[config.mk]
export PLATFORM = sky130hd
export DESIGN_NAME = imm_gen_pipe
export DESIGN_NICKNAME = d
export VERILOG_FILES = /design/src/rtl/imm_gen_pipe.sv
export SDC_FILE = /design/constraint.sdc
export NUM_CORES = 1
export LEC_CHECK = 0
export ABC_AREA = 1
export ABC_CLOCK_PERIOD_IN_PS = 3490
export BUFFER_PORTS_ARGS = -buffer_cell sky130_fd_sc_hd__buf_2
export CAP_MARGIN = 10
export CORE_MARGIN = 2
export CORE_UTILIZATION = 50
export CTS_CLUSTER_SIZE = 25
export DETAILED_ROUTE_END_ITERATION = 8
export PLACE_DENSITY = 0.84
export SYNTH_ARGS = -nofsm -noshare
export SYNTH_HDL_FRONTEND = slang
export SYNTH_SLANG_ARGS = --single-unit
[constraint.sdc]
create_clock -name clk -period 3.49 [get_ports clk]
set_clock_uncertainty 0.2 [all_clocks]
set_input_delay 0.1745 -clock clk [delete_from_list [all_inputs] [get_ports clk]]
set_output_delay 0.1745 -clock clk [all_outputs]
set_load 0.1 [all_outputs]
[src/rtl/imm_gen_pipe.sv]
// ============================================================================
// imm_gen_pipe : pipelined RV64I immediate decoder with valid/ready + skid buffer
// Rev 1.0
// ============================================================================
`default_nettype none

module imm_gen_pipe #(
  parameter int INSTRSIZE = 32,
  parameter int IMMSIZE   = 64,
  parameter int CNTW      = 16
) (
  input  logic                 clk,
  input  logic                 rst,
  input  logic                 in_valid,
  output logic                 in_ready,
  input  logic [INSTRSIZE-1:0] instruction,
  output logic                 out_valid,
  input  logic                 out_ready,
  output logic [IMMSIZE-1:0]   immediate,
  output logic [2:0]           fmt,
  output logic                 illegal,
  output logic [CNTW-1:0]      illegal_count
);

  localparam logic [2:0] FMT_R   = 3'd0;
  localparam logic [2:0] FMT_I   = 3'd1;
  localparam logic [2:0] FMT_S   = 3'd2;
  localparam logic [2:0] FMT_B   = 3'd3;
  localparam logic [2:0] FMT_U   = 3'd4;
  localparam logic [2:0] FMT_J   = 3'd5;
  localparam logic [2:0] FMT_ILL = 3'd7;

  localparam logic [CNTW-1:0] CNT_MAX = '1;

  logic signed [31:0] imm32;
  logic [IMMSIZE-1:0] dec_imm;
  logic [2:0]         dec_fmt;
  logic               dec_illegal;

  logic               skid_full;
  logic [IMMSIZE-1:0] skid_imm;
  logic [2:0]         skid_fmt;
  logic               skid_illegal;
  logic               accept;

  always_comb begin
    imm32       = '0;
    dec_fmt     = FMT_ILL;
    dec_illegal = 1'b1;
    case (instruction[6:0])
      7'b0010011, 7'b0000011, 7'b1100111, 7'b0011011: begin
        dec_fmt     = FMT_I;
        dec_illegal = 1'b0;
        imm32       = {{20{instruction[31]}}, instruction[31:20]};
      end
      7'b0100011: begin
        dec_fmt     = FMT_S;
        dec_illegal = 1'b0;
        imm32       = {{20{instruction[31]}}, instruction[31:25], instruction[11:7]};
      end
      7'b1100011: begin
        dec_fmt     = FMT_B;
        dec_illegal = 1'b0;
        imm32       = {{19{instruction[31]}}, instruction[31], instruction[7],
                       instruction[30:25], instruction[11:8], 1'b0};
      end
      7'b0110111, 7'b0010111: begin
        dec_fmt     = FMT_U;
        dec_illegal = 1'b0;
        imm32       = {instruction[31:12], 12'b0};
      end
      7'b1101111: begin
        dec_fmt     = FMT_J;
        dec_illegal = 1'b0;
        imm32       = {{11{instruction[31]}}, instruction[31], instruction[19:12],
                       instruction[20], instruction[30:21], 1'b0};
      end
      7'b0110011, 7'b0111011: begin
        dec_fmt     = FMT_R;
        dec_illegal = 1'b0;
      end
      default: begin
        dec_fmt     = FMT_ILL;
        dec_illegal = 1'b1;
      end
    endcase
  end

  // Signed cast sign-extends the 32-bit immediate to the full width.
  assign dec_imm  = IMMSIZE'(imm32);
  assign in_ready = ~skid_full & ~rst;
  assign accept   = in_valid & in_ready;

  always_ff @(posedge clk or posedge rst) begin
    if (rst) begin
      out_valid     <= 1'b0;
      immediate     <= '0;
      fmt           <= FMT_R;
      illegal       <= 1'b0;
      illegal_count <= '0;
      skid_full     <= 1'b0;
      skid_imm      <= '0;
      skid_fmt      <= FMT_R;
      skid_illegal  <= 1'b0;
    end else begin
      if (accept && dec_illegal && (illegal_count != CNT_MAX))
        illegal_count <= illegal_count + CNTW'(1);

      if (!out_valid || out_ready) begin
        // Skid content is always older than anything arriving now.
        if (skid_full) begin
          immediate <= skid_imm;
          fmt       <= skid_fmt;
          illegal   <= skid_illegal;
          out_valid <= 1'b1;
          skid_full <= 1'b0;
        end else if (accept) begin
          immediate <= dec_imm;
          fmt       <= dec_fmt;
          illegal   <= dec_illegal;
          out_valid <= 1'b1;
        end else begin
          out_valid <= 1'b0;
        end
      end else if (accept) begin
        skid_imm     <= dec_imm;
        skid_fmt     <= dec_fmt;
        skid_illegal <= dec_illegal;
        skid_full    <= 1'b1;
      end
    end
  end

endmodule

`default_nettype wire

==> results of run 1 <==
[flip-flops by register name, indices dropped and copies added, names as in the netlist]
| name | flops |
|---|---|
| illegal_count | 16 |
| immediate | 32 |
| skid_full | 1 |
| skid_imm | 32 |
| skid_fmt | 3 |
| out_valid | 1 |
| fmt | 3 |
| illegal | 1 |
| skid_illegal | 1 |
[layout make-up]
cell class	count	area, um^2	share of cell area (%)
Clock buffer	9	124	2.10
Clock inverter	7	116	1.97
Inverter	50	191	3.24
Multi-Input combinational cell	458	2190	37.1
Sequential cell	90	2250	38.1
Tap cell	133	166	2.82
Timing Repair Buffer	149	868	14.7
[per-stage QoR]
stage	hold slack [ps]	power [W]	setup slack [ps]
2_1_floorplan	121	0.00355	343
3_3_place_gp	145	0.00374	1230
3_5_place_dp	154	0.00378	1150
4_1_cts	15.4	0.00465	642
5_1_grt	35.3	0.00482	404
6_report	28.7	0.00464	613
[worst register-to-register path, cell delays in order (launching register included)]
cell and delay (ps):
dfrtp_1 370, buf_4 210, nor2_1 150, nand2_1 160
nor2_4 630, buf_4 360, nor2_1 70, a31oi_1 120
dlygate4sd3_1 550
[worst paths after layout]
path / to / slack (ps) / startpoint
worst max-delay path: skid_imm[0]$_DFFE_PP0P_ / 610 / skid_full$_DFFE_PP0P_
worst min-delay path: skid_full$_DFFE_PP0P_ / 30 / out_ready
worst max register to register: skid_imm[0]$_DFFE_PP0P_ / 610 / skid_full$_DFFE_PP0P_
worst min register to register: immediate[16]$_DFFE_PP0P_ / 280 / immediate[16]$_DFFE_PP0P_
max in group asynchronous: skid_imm[25]$_DFFE_PP0P_ / 2020 / rst
min in group asynchronous: illegal_count[12]$_DFFE_PP0P_ / 290 / rst
[kinds of logic after synthesis]
| group | synth area share, % |
|---|---|
| adder cells (fa/ha/maj) | 0.249 |
| AND/OR/NAND/NOR | 29.9 |
| buffers and inverters | 11.8 |
| AO/OA/AOI/OAI | 11.0 |
| flip-flops | 44.8 |
| XOR/XNOR | 2.26 |
[Yosys cell counts, drive strengths merged]
library cell	number	area share (%)
xnor2	5	0.87
a41oi	2	0.35
o21ai	26	2.7
nand3	59	6.3
nor3	4	0.62
a31oi	27	3.4
or2	1	0.12
buf	56	7.4
xor2	8	1.4
inv	50	3.8
ha	1	0.25
nor2	119	9.7
nand4	8	0.99
nand2	150	12
clkbuf	8	0.62
nand3b	1	0.15
a21oi	47	4.7
dfrtp	90	45
[power by group through the flow]
stage | Clock (W) | Sequential [W] | Combinational [W]
finish | 0.000851 | 0.00147 | 0.00231
floorplan | 0 | 0.00230 | 0.00125
CTS | 0.000864 | 0.00147 | 0.00231
global placement | 0 | 0.00147 | 0.00226
global route | 0.000910 | 0.00150 | 0.00241
detailed placement | 0 | 0.00149 | 0.00229
[routing by layer]
layer	vias up	part of all wire (%)	wire, um	global-route usage (%)
met4	0	1.1	131	5.60
met5	-	0	0	0
met2	234	46	5670	37.7
met3	15	8.7	1060	5.39
met1	2185	44	5410	31.1
li1	2298	-	-	-
[what timing repair did]
action	in CTS	in global routing
endpoints found under the hold margin	76	0
hold buffers	21	0
resized for setup	0	0
==> results.ini, run 1 <==
[status]
outcome = complete, no violations

[clock_tree]
cts_buffers = 9
clockBufferDepth = 2
cts-root-buf = clkbuf_8
cts_tree = built
cts_setup_buffers = 0
clkSinkCount = 90
clk_latency_ps = 370
clkTransAtPathRegs_ps = 90
ctsHtreeMaxLevel = 3

[synthesis]
syn_avg_cell_area_um2 = 7.60
synthesis.area_um2 = 5030
synth_nets = 699
synth-seq-cells = 90
ys_types = 33
synthCells = 662
yosys_warnings = 0
yosysSeqAreaShare_pct = 44.8

[timing]
fmax_mhz = 348
worstMarginPinSlew_ps = 771
setup_viol = 0
period_share_pct = 82.4
grt_setup_unrepaired = no
tns_ps = 0
maxSlewViolCount = 0
min_period_ps = 2880
finalHoldViolations = 0
slew-limit-headroom_pct = 48.5

[detailed_routing]
dr_total_vias = 4732
wl_um = 12300
wl_per_cell_um = 13.7
ant_nets = 0
vias_per_cell = 5.28
firstDrtPassIters = 5
dr.first_iter.drc_count = 381
drcViolationCount = 0

[power]
power.internal_w = 0.00212
ir_drop_v = 0.000539
p_per_area_nw_per_um2 = 784
p_sw_share_pct = 54.3
power.leakage_nw = 3.12
seq_power_share_pct = 31.8
pwr-share-clk_pct = 18.4
combPwrFrac_pct = 49.9
p_sw_w = 0.00252

[cells_and_area]
final_area_um2 = 5910
stdcell_count = 896
fillCellCount = 849
num_antenna_cells = 0
nets = 795
final_cell_mix = 139 x nand2_1, 121 x buf_2, 111 x nor2_1, 90 x dfrtp_1, 56 x nand3_1
layout_commonest_cell = nand2_1
drive_gt1_share_pct = 23.5
area_growth_pct = 17.4
post-route-util_pct = 60.5

[die]
ioPinCount = 122
fp.dieArea_um2 = 10900
die_h_um = 104
start_util_pct = 51.5
rows = 36
die_w_um = 104
core_um2 = 9770

[worst_setup_path]
critPathKind = reg -> reg
cp.depth = 8
reg2reg_depth = 8
startpoint_type = flop
arrival_ps = 2980
critPathCaptureType = flop
crit_fanout = 38
crit_chain = buf_4, nor2_1, nand2_1, nor2_4, buf_4, nor2_1, a31oi_1, dlygate4sd3_1
critical_path.top_delay_family = buffers and inverters
cp_num_buf_inv = 3
crit_path_max_incr_delay_ps = 630
slowest_stage = nor2_4
cp.required_ps = 3600

[min_path]
hold_path.class = in -> reg
min_path_cells = 4

[job]
maxCapViolations = 0

[global_routing]
antenna_found_initial = 0
grt_pass1_vias = 4385
track_usage_pct = 23.1
grt_max_degree = 54
grt_overflow = 0
grt_pass1_wl_um = 20600

[place]
post-dp-hpwl_um = 8380
dp.cells = 859
gp_congestion = 0.848
io_buffers = 121
place_area_um2 = 5460

No activity file was read; power rests on OpenSTA's default activity.
==> inputs of run 2 (changes only) <==
ABC_AREA = 0   (was 1)
ABC_CLOCK_PERIOD_IN_PS = 2500   (was 3490)
CORE_UTILIZATION = 47   (was 50)
PLACE_DENSITY = 0.85   (was 0.84)
clock period = 2.5 ns   (was 3.49 ns; I/O delays follow)
==> run 2 against run 1 <==
Synthesized cell count decreased by 28%. Largest cell class unchanged. Utilization decreased by 1.7 points. Highest routed layer unchanged. Combinational power decreased by 10%. Area after synthesis decreased by 12%. Largest power group unchanged. Sequential cell count unchanged.
==> results.ini, run 2 <==
[synthesis]
yosysSeqAreaShare_pct = 50.7  ; +6.0 points
synthesis.area_um2 = 4440  ; -12%
syn_avg_cell_area_um2 = 9.33  ; +23%
synthTopCellsByArea = dfrtp_1 51%, buf_4 5.6%, nand2_1 5.4%
ys_types = 46  ; +39%
synth-seq-cells = 90  ; unchanged
synth_edf_count = 0  ; unchanged
synthTopCellsByCount = 90 x dfrtp_1, 64 x nand2_1, 55 x nor2_1, 33 x buf_4, 28 x a21oi_1
synth.top_cell.area_share_pct = 50.7  ; +6.0 points
synth_nets = 513  ; -27%
synthCells = 476  ; -28%
yosys_warnings = 0  ; unchanged
yosysMostFrequentCell = dfrtp_1
async_flop_share_pct = 100  ; unchanged
synth_area_leader_cell = dfrtp_1
dominantRegCellSynth = dfrtp_1

[worst_setup_path]
slowest_stage = or4_1
ff2ff_setup_slack_ps = 270  ; -340 ps
crit_fanout = 14  ; -63%
critPathCaptureType = flop
r2r-end = illegal_count[1]$_DFFE_PP0P_
crit_chain = ha_1, nand4_1, or4_1, nand3_2, mux2_1
arrival_ps = 2270  ; -710 ps
r2r-start = illegal_count[0]$_DFFE_PP0P_
startpoint_type = flop
critical_path.top_delay_family = simple AND/OR/NAND/NOR gates
critPathKind = reg -> reg
cp.required_ps = 2540  ; -1060 ps
cp_num_buf_inv = 0  ; -3
reg2reg_depth = 5  ; -3
crit_path_max_incr_delay_ps = 550  ; -80 ps

[cells_and_area]
fillCellCount = 784  ; -7.7%
drive_gt1_share_pct = 28.4  ; +4.9 points
layout_commonest_cell = buf_2
top_regs = immediate x32, skid_imm x32, illegal_count x16
final_cell_mix = 121 x buf_2, 86 x dfrtp_1, 64 x nand2_1, 54 x nor2_1, 28 x a21oi_1
num_antenna_cells = 0  ; unchanged
area_growth_pct = 21.6
final_area_um2 = 5400  ; -8.6%
stdcell_count = 707  ; -21%
nets = 628  ; -21%
post-route-util_pct = 58.7  ; -1.7 points

[clock_tree]
cts_tree = built
ctsHtreeMaxLevel = 3  ; unchanged
cts-root-buf = clkbuf_8
clkSinkCount = 90  ; unchanged
clockBufferDepth = 2  ; unchanged
clkTransAtPathRegs_ps = 90  ; about the same
cts_buffers = 9  ; unchanged
clk_latency_ps = 360  ; about the same
cts_setup_buffers = 0  ; unchanged

[power]
power.internal_w = 0.00247  ; +16%
seq_power_share_pct = 39.1  ; +7.3 points
p_sw_w = 0.00244  ; -3.2%
ir_drop_v = 0.000969  ; +80%
power.leakage_nw = 2.60  ; -17%
p_per_area_nw_per_um2 = 908  ; +16%
p_sw_share_pct = 49.7  ; -4.6 points
combPwrFrac_pct = 42.4  ; -7.5 points
pwr-share-clk_pct = 18.6  ; +0.2 points

[timing]
worstMarginPinSlew_ps = 732  ; -38.5 ps
min_period_ps = 2230  ; -652 ps
setup_viol = 0  ; unchanged
fmax_mhz = 449  ; +29%
slew-limit-headroom_pct = 50.8  ; +2.3 points
maxSlewViolCount = 0  ; unchanged
grt_setup_unrepaired = no
setup_ws_ps = 275  ; -338 ps
finalHoldViolations = 0  ; unchanged
period_share_pct = 89.0  ; +6.6 points

[detailed_routing]
vias_per_cell = 5.62  ; +6.4%
dr_total_vias = 3974  ; -16%
dr.first_iter.drc_count = 307  ; -19%
wl_um = 11300  ; -8.2%
ant_nets = 0  ; unchanged
drcViolationCount = 0  ; unchanged
firstDrtPassIters = 5  ; unchanged
wl_per_cell_um = 15.9  ; +16%

[global_routing]
grt_overflow = 0  ; unchanged
antenna_found_initial = 0  ; unchanged
track_usage_pct = 22.7  ; -0.35 points
grt_max_degree = 38  ; -30%
grt_pass1_vias = 3841  ; -12%
grt_pass1_wl_um = 18300  ; -11%

[place]
post-dp-hpwl_um = 8030  ; -4.2%
gp_congestion = 0.880  ; +3.8%
pre_cts_ws_ps = 290  ; -859 ps
place_area_um2 = 4950  ; -9.3%
dp.cells = 664  ; -23%
io_buffers = 121  ; unchanged

[min_path]
min_path_cells = 4  ; unchanged
min_from = instruction[5]
whs_endpoint = skid_fmt[0]$_DFFE_PP0P_
hold_path.class = in -> reg

[die]
ioPinCount = 122  ; unchanged
core_um2 = 9200  ; -5.9%
die_h_um = 101  ; -3.0%
rows = 35  ; -2.8%
fp.dieArea_um2 = 10200  ; -5.9%
start_util_pct = 48.3  ; -3.2 points
die_w_um = 101  ; -3.0%

[status]
outcome = complete, no violations

[job]
maxCapViolations = 0  ; unchanged

==> run 2: changes by cell type after synthesis, moves of 11 or more <==
| cell | before | now |
|---|---|---|
| nand2_1 | 140 | 64 |
| nor2_1 | 111 | 55 |
| nand3_1 | 56 | 21 |
| inv_1 | 41 | 7 |
| a31oi_1 | 27 | 4 |
| nor3_1 | 3 | 24 |
| a211oi_1 | 0 | 19 |
| a21oi_1 | 47 | 28 |
| clkbuf_1 | 7 | 18 |
| o21ai_0 | 25 | 14 |
==> run 2: cell type report <==
type	instances	area [um^2]	share of cell area [%]
Clock buffer	10	128	2.36
Tap cell	111	139	2.57
Multi-Input combinational cell	320	1800	33.2
Sequential cell	90	2260	41.8
Timing Repair Buffer	163	1000	18.5
Clock inverter	6	50.0	0.927
Inverter	7	30.0	0.556
==> run 2: routing by layer <==
| layer | vias to the layer above | GRT usage (%) | part of all wire (%) |
|---|---|---|---|
| met1 | 1908 | 28.4 | 42 |
| met5 | - | 0 | 0 |
| met2 | 185 | 37.9 | 48 |
| li1 | 1852 | - | - |
| met3 | 29 | 6.00 | 7.6 |
| met4 | 0 | 9.04 | 3.0 |
==> run 2: through the flow <==
step,total power [W],hold slack [ps],TNS [ps]
final,0.00490,64.8,0
after global routing,0.00512,83.8,0
after CTS,0.00493,17.9,0
after detailed placement,0.00399,9.28,0
after global placement,0.00394,0.164,0
after floorplan,0.00364,41.3,-671
==> run 2: worst max-delay path by stage <==
stage / from / endpoint / slack [ps] / depth (start not counted)
final: illegal_count[0]$_DFFE_PP0P_ / illegal_count[1]$_DFFE_PP0P_ / 270 / 5
after global routing: illegal_count[0]$_DFFE_PP0P_ / illegal_count[1]$_DFFE_PP0P_ / 180 / 5
after CTS: illegal_count[0]$_DFFE_PP0P_ / illegal_count[1]$_DFFE_PP0P_ / 270 / 5
after detailed placement: illegal_count[0]$_DFFE_PP0P_ / illegal_count[1]$_DFFE_PP0P_ / 290 / 5
after global placement: illegal_count[0]$_DFFE_PP0P_ / illegal_count[1]$_DFFE_PP0P_ / 350 / 5
after floorplan: illegal_count[6]$_DFFE_PP0P_ / illegal_count[1]$_DFFE_PP0P_ / -170 / 5
==> run 2: kinds of logic (layout without fill, tap and decap cells) <==
family	count (synthesis)	count (layout)	synth area share (%)
and+or+nand+nor	205	205	22.0
AOI/OAI and AO/OA	98	98	14.7
DFF	90	90	50.7
buffers and inverters	66	186	8.88
xor gates and xnor gates	13	13	2.56
muxes	3	3	0.761
adders and majority gates	1	1	0.282
==> run 2: timing repair <==
action	in CTS	in global routing
hold buffers	27	0
hold endpoints to repair	115	0
resized for setup	0	0
==> run 2: power groups by stage <==
| stage | clock (W) | sequential [W] | combinational (W) |
|---|---|---|---|
| floorplan | 0 | 0.00300 | 0.000644 |
| global route | 0.000988 | 0.00195 | 0.00218 |
| global placement | 0 | 0.00192 | 0.00202 |
| detailed placement | 0 | 0.00194 | 0.00205 |
| finish | 0.000910 | 0.00192 | 0.00208 |
| CTS | 0.000932 | 0.00191 | 0.00208 |
==> run 2: worst min-delay path, stage by stage <==
cell and delay (ps):
buf_2 170, nand3b_1 100, nand2_1 100, a31oi_1 90
==> inputs of run 3 (changes only) <==
CAP_MARGIN = 5   (was 10)
CORE_ASPECT_RATIO = 1.5   (was unset)
CORE_MARGIN = 4   (was 2)
==> run 3 against run 2 <==
Clock power is 51% higher. Highest routed layer unchanged. Via count is 0.15% lower. Non-clock buffer count is 4 lower. Power is 9.8% higher. Critical endpoint unchanged. Largest power group unchanged. First-iteration DRC count is 17% higher. Sequential power hardly changed. Utilization is 0.65 points higher. Sequential cell count stayed put. Count of clock-buffer cells in the layout stayed put. Setup slack worse by 28 ps. Die area is 8.4% higher. Worst hold slack worse by 48 ps.
==> results.ini, run 3 (same netlist as run 2, synthesis figures left out) <==
[status]
outcome = complete, no violations

[worst_setup_path]
crit_fanout = 14  ; unchanged
critPathCaptureType = flop
crit_start = illegal_count[0]$_DFFE_PP0P_
critPathKind = reg -> reg
arrival_ps = 2270  ; about the same
startpoint_type = flop
cp.required_ps = 2520  ; -20 ps
r2r-start = illegal_count[0]$_DFFE_PP0P_

[global_routing]
grt_pass1_vias = 3995  ; +4.0%
use_met2_pct = 39.2  ; +1.3 points
grt_overflow = 0  ; unchanged
track_usage_pct = 22.5  ; -0.28 points
grt_pass1_wl_um = 19700  ; +7.7%
grt_busiest_layer = met2
grt_util_met3_pct = 4.65  ; -1.4 points
grt_max_degree = 72  ; +89%
met1_usage_pct = 26.2  ; -2.1 points
antenna_found_initial = 0  ; unchanged

[clock_tree]
clk_latency_ps = 350  ; about the same
ctsHtreeMaxLevel = 3  ; unchanged
clockBufferDepth = 2  ; unchanged
cts_setup_buffers = 0  ; unchanged
clkSinkCount = 90  ; unchanged
cts_buffers = 9  ; unchanged
cts_tree = built
cts-root-buf = clkbuf_16
clkTransAtPathRegs_ps = 60  ; -30 ps

[place]
io_buffers = 121  ; unchanged
place_area_um2 = 4940  ; -0.28%
post-dp-hpwl_um = 8510  ; +6.0%
gp_congestion = 0.857  ; -2.6%

[cells_and_area]
top_regs = immediate x32, skid_imm x32, illegal_count x16
final_area_um2 = 5490  ; +1.7%
num_antenna_cells = 0  ; unchanged
area_growth_pct = 23.8
multi_input_area_um2 = 1800  ; unchanged
ff_latch_area_um2 = 2260  ; unchanged
final_cell_mix = 121 x buf_2, 86 x dfrtp_1, 64 x nand2_1, 54 x nor2_1, 28 x a21oi_1
nets = 624  ; -0.64%
layout_commonest_cell = buf_2
drive_gt1_share_pct = 28.4  ; about the same
fillCellCount = 803  ; +2.4%

[timing]
maxSlewViolCount = 0  ; unchanged
finalHoldViolations = 0  ; unchanged
grt_setup_unrepaired = no
min_period_ps = 2250  ; +27.6 ps
slew-limit-headroom_pct = 38.2  ; -13 points
timing.hold.ws_ps = 17.3  ; -47.5 ps
worstMarginPinSlew_ps = 928  ; +195 ps
period_share_pct = 90.1  ; +1.1 points
setup_viol = 0  ; unchanged
fmax_mhz = 444  ; -1.2%

[die]
start_util_pct = 48.0  ; -0.30 points
die_h_um = 127  ; +26%
rows = 43  ; +23%
ioPinCount = 122  ; unchanged
die_w_um = 87.4  ; -14%
core_um2 = 9250  ; +0.63%
fp.dieArea_um2 = 11100  ; +8.4%

[detailed_routing]
drcViolationCount = 0  ; unchanged
firstDrtPassIters = 5  ; unchanged
wl_um = 11900  ; +5.6%
ant_nets = 0  ; unchanged
vias_per_cell = 5.64  ; +0.27%
dr_total_vias = 3968  ; -0.15%
wl_per_cell_um = 16.9  ; +6.1%
dr.first_iter.drc_count = 358  ; +17%

[power]
ir_drop_v = 0.00103  ; +5.8%
seq_power_share_pct = 35.9  ; -3.2 points
power.internal_w = 0.00290  ; +17%
p_sw_share_pct = 46.2  ; -3.5 points
combPwrFrac_pct = 38.6  ; -3.8 points
p_per_area_nw_per_um2 = 980  ; +7.9%
p_sw_w = 0.00249  ; +2.0%
pwr-share-clk_pct = 25.5  ; +6.9 points
power.leakage_nw = 2.64  ; +1.7%

[job]
maxCapViolations = 0  ; unchanged

[min_path]
hold_path.class = in -> reg
min_from = instruction[0]

[run 3: final timing paths]
check,to,slack (ps),cells after the start
worst max register to register,illegal_count[1]$_DFFE_PP0P_,250,5
worst min-delay path,skid_fmt[0]$_DFFE_PP0P_,20,3
max in group asynchronous,illegal_count[5]$_DFFE_PP0P_,1200,4
worst min register to register,skid_imm[31]$_DFFE_PP0P_,280,2
worst max-delay path,illegal_count[1]$_DFFE_PP0P_,250,5
min in group asynchronous,immediate[10]$_DFFE_PP0P_,180,3
[run 3: power groups by stage]
stage                     Sequential, W  Combinational (W)  Clock, W
final                           0.00193            0.00208   0.00137
after global placement          0.00192            0.00202         0
after floorplan                 0.00300           0.000644         0
after global routing            0.00196            0.00218   0.00145
after CTS                       0.00193            0.00209   0.00138
after detailed placement        0.00195            0.00205         0
[run 3: layout make-up]
type / count / area share, %
flip-flops and latches: 90 / 41.1
repair buffers: 159 / 17.6
clock buffers: 10 / 4.35
multi-input cells: 320 / 32.7
inverters: 7 / 0.547
well taps: 112 / 2.55
clock inverters: 6 / 1.21
[run 3: layer usage]
layer | vias to the layer above | routed length, um
met5 | - | 0
met4 | 0 | 322
met3 | 27 | 829
met2 | 161 | 6260
met1 | 1932 | 4490
li1 | 1848 | -
[run 3: critical path: stages, from the launching register on]
cell and delay [ps]:
dfrtp_2 410, ha_1 200, nand4_1 100, or4_1 550
nand3_2 290, mux2_1 370
[run 3: per-stage QoR]
stage | power, W | setup slack, ps | instances | utilization (%) | setup TNS [ps]
6_report | 0.00538 | 247 | 704 | 59.4 | 0
5_1_grt | 0.00559 | 72.0 | 704 | 59.4 | 0
4_1_cts | 0.00539 | 246 | 704 | 59.4 | 0
3_5_place_dp | 0.00400 | 185 | 663 | 53.4 | 0
3_3_place_gp | 0.00394 | 323 | 663 | 53.4 | 0
2_1_floorplan | 0.00364 | -174 | 476 | - | -671
[run 3: what timing repair did]
item                                   in CTS  in global routing
hold buffers                               25                  0
resized for setup                           0                  0
endpoints found under the hold margin      79                  0
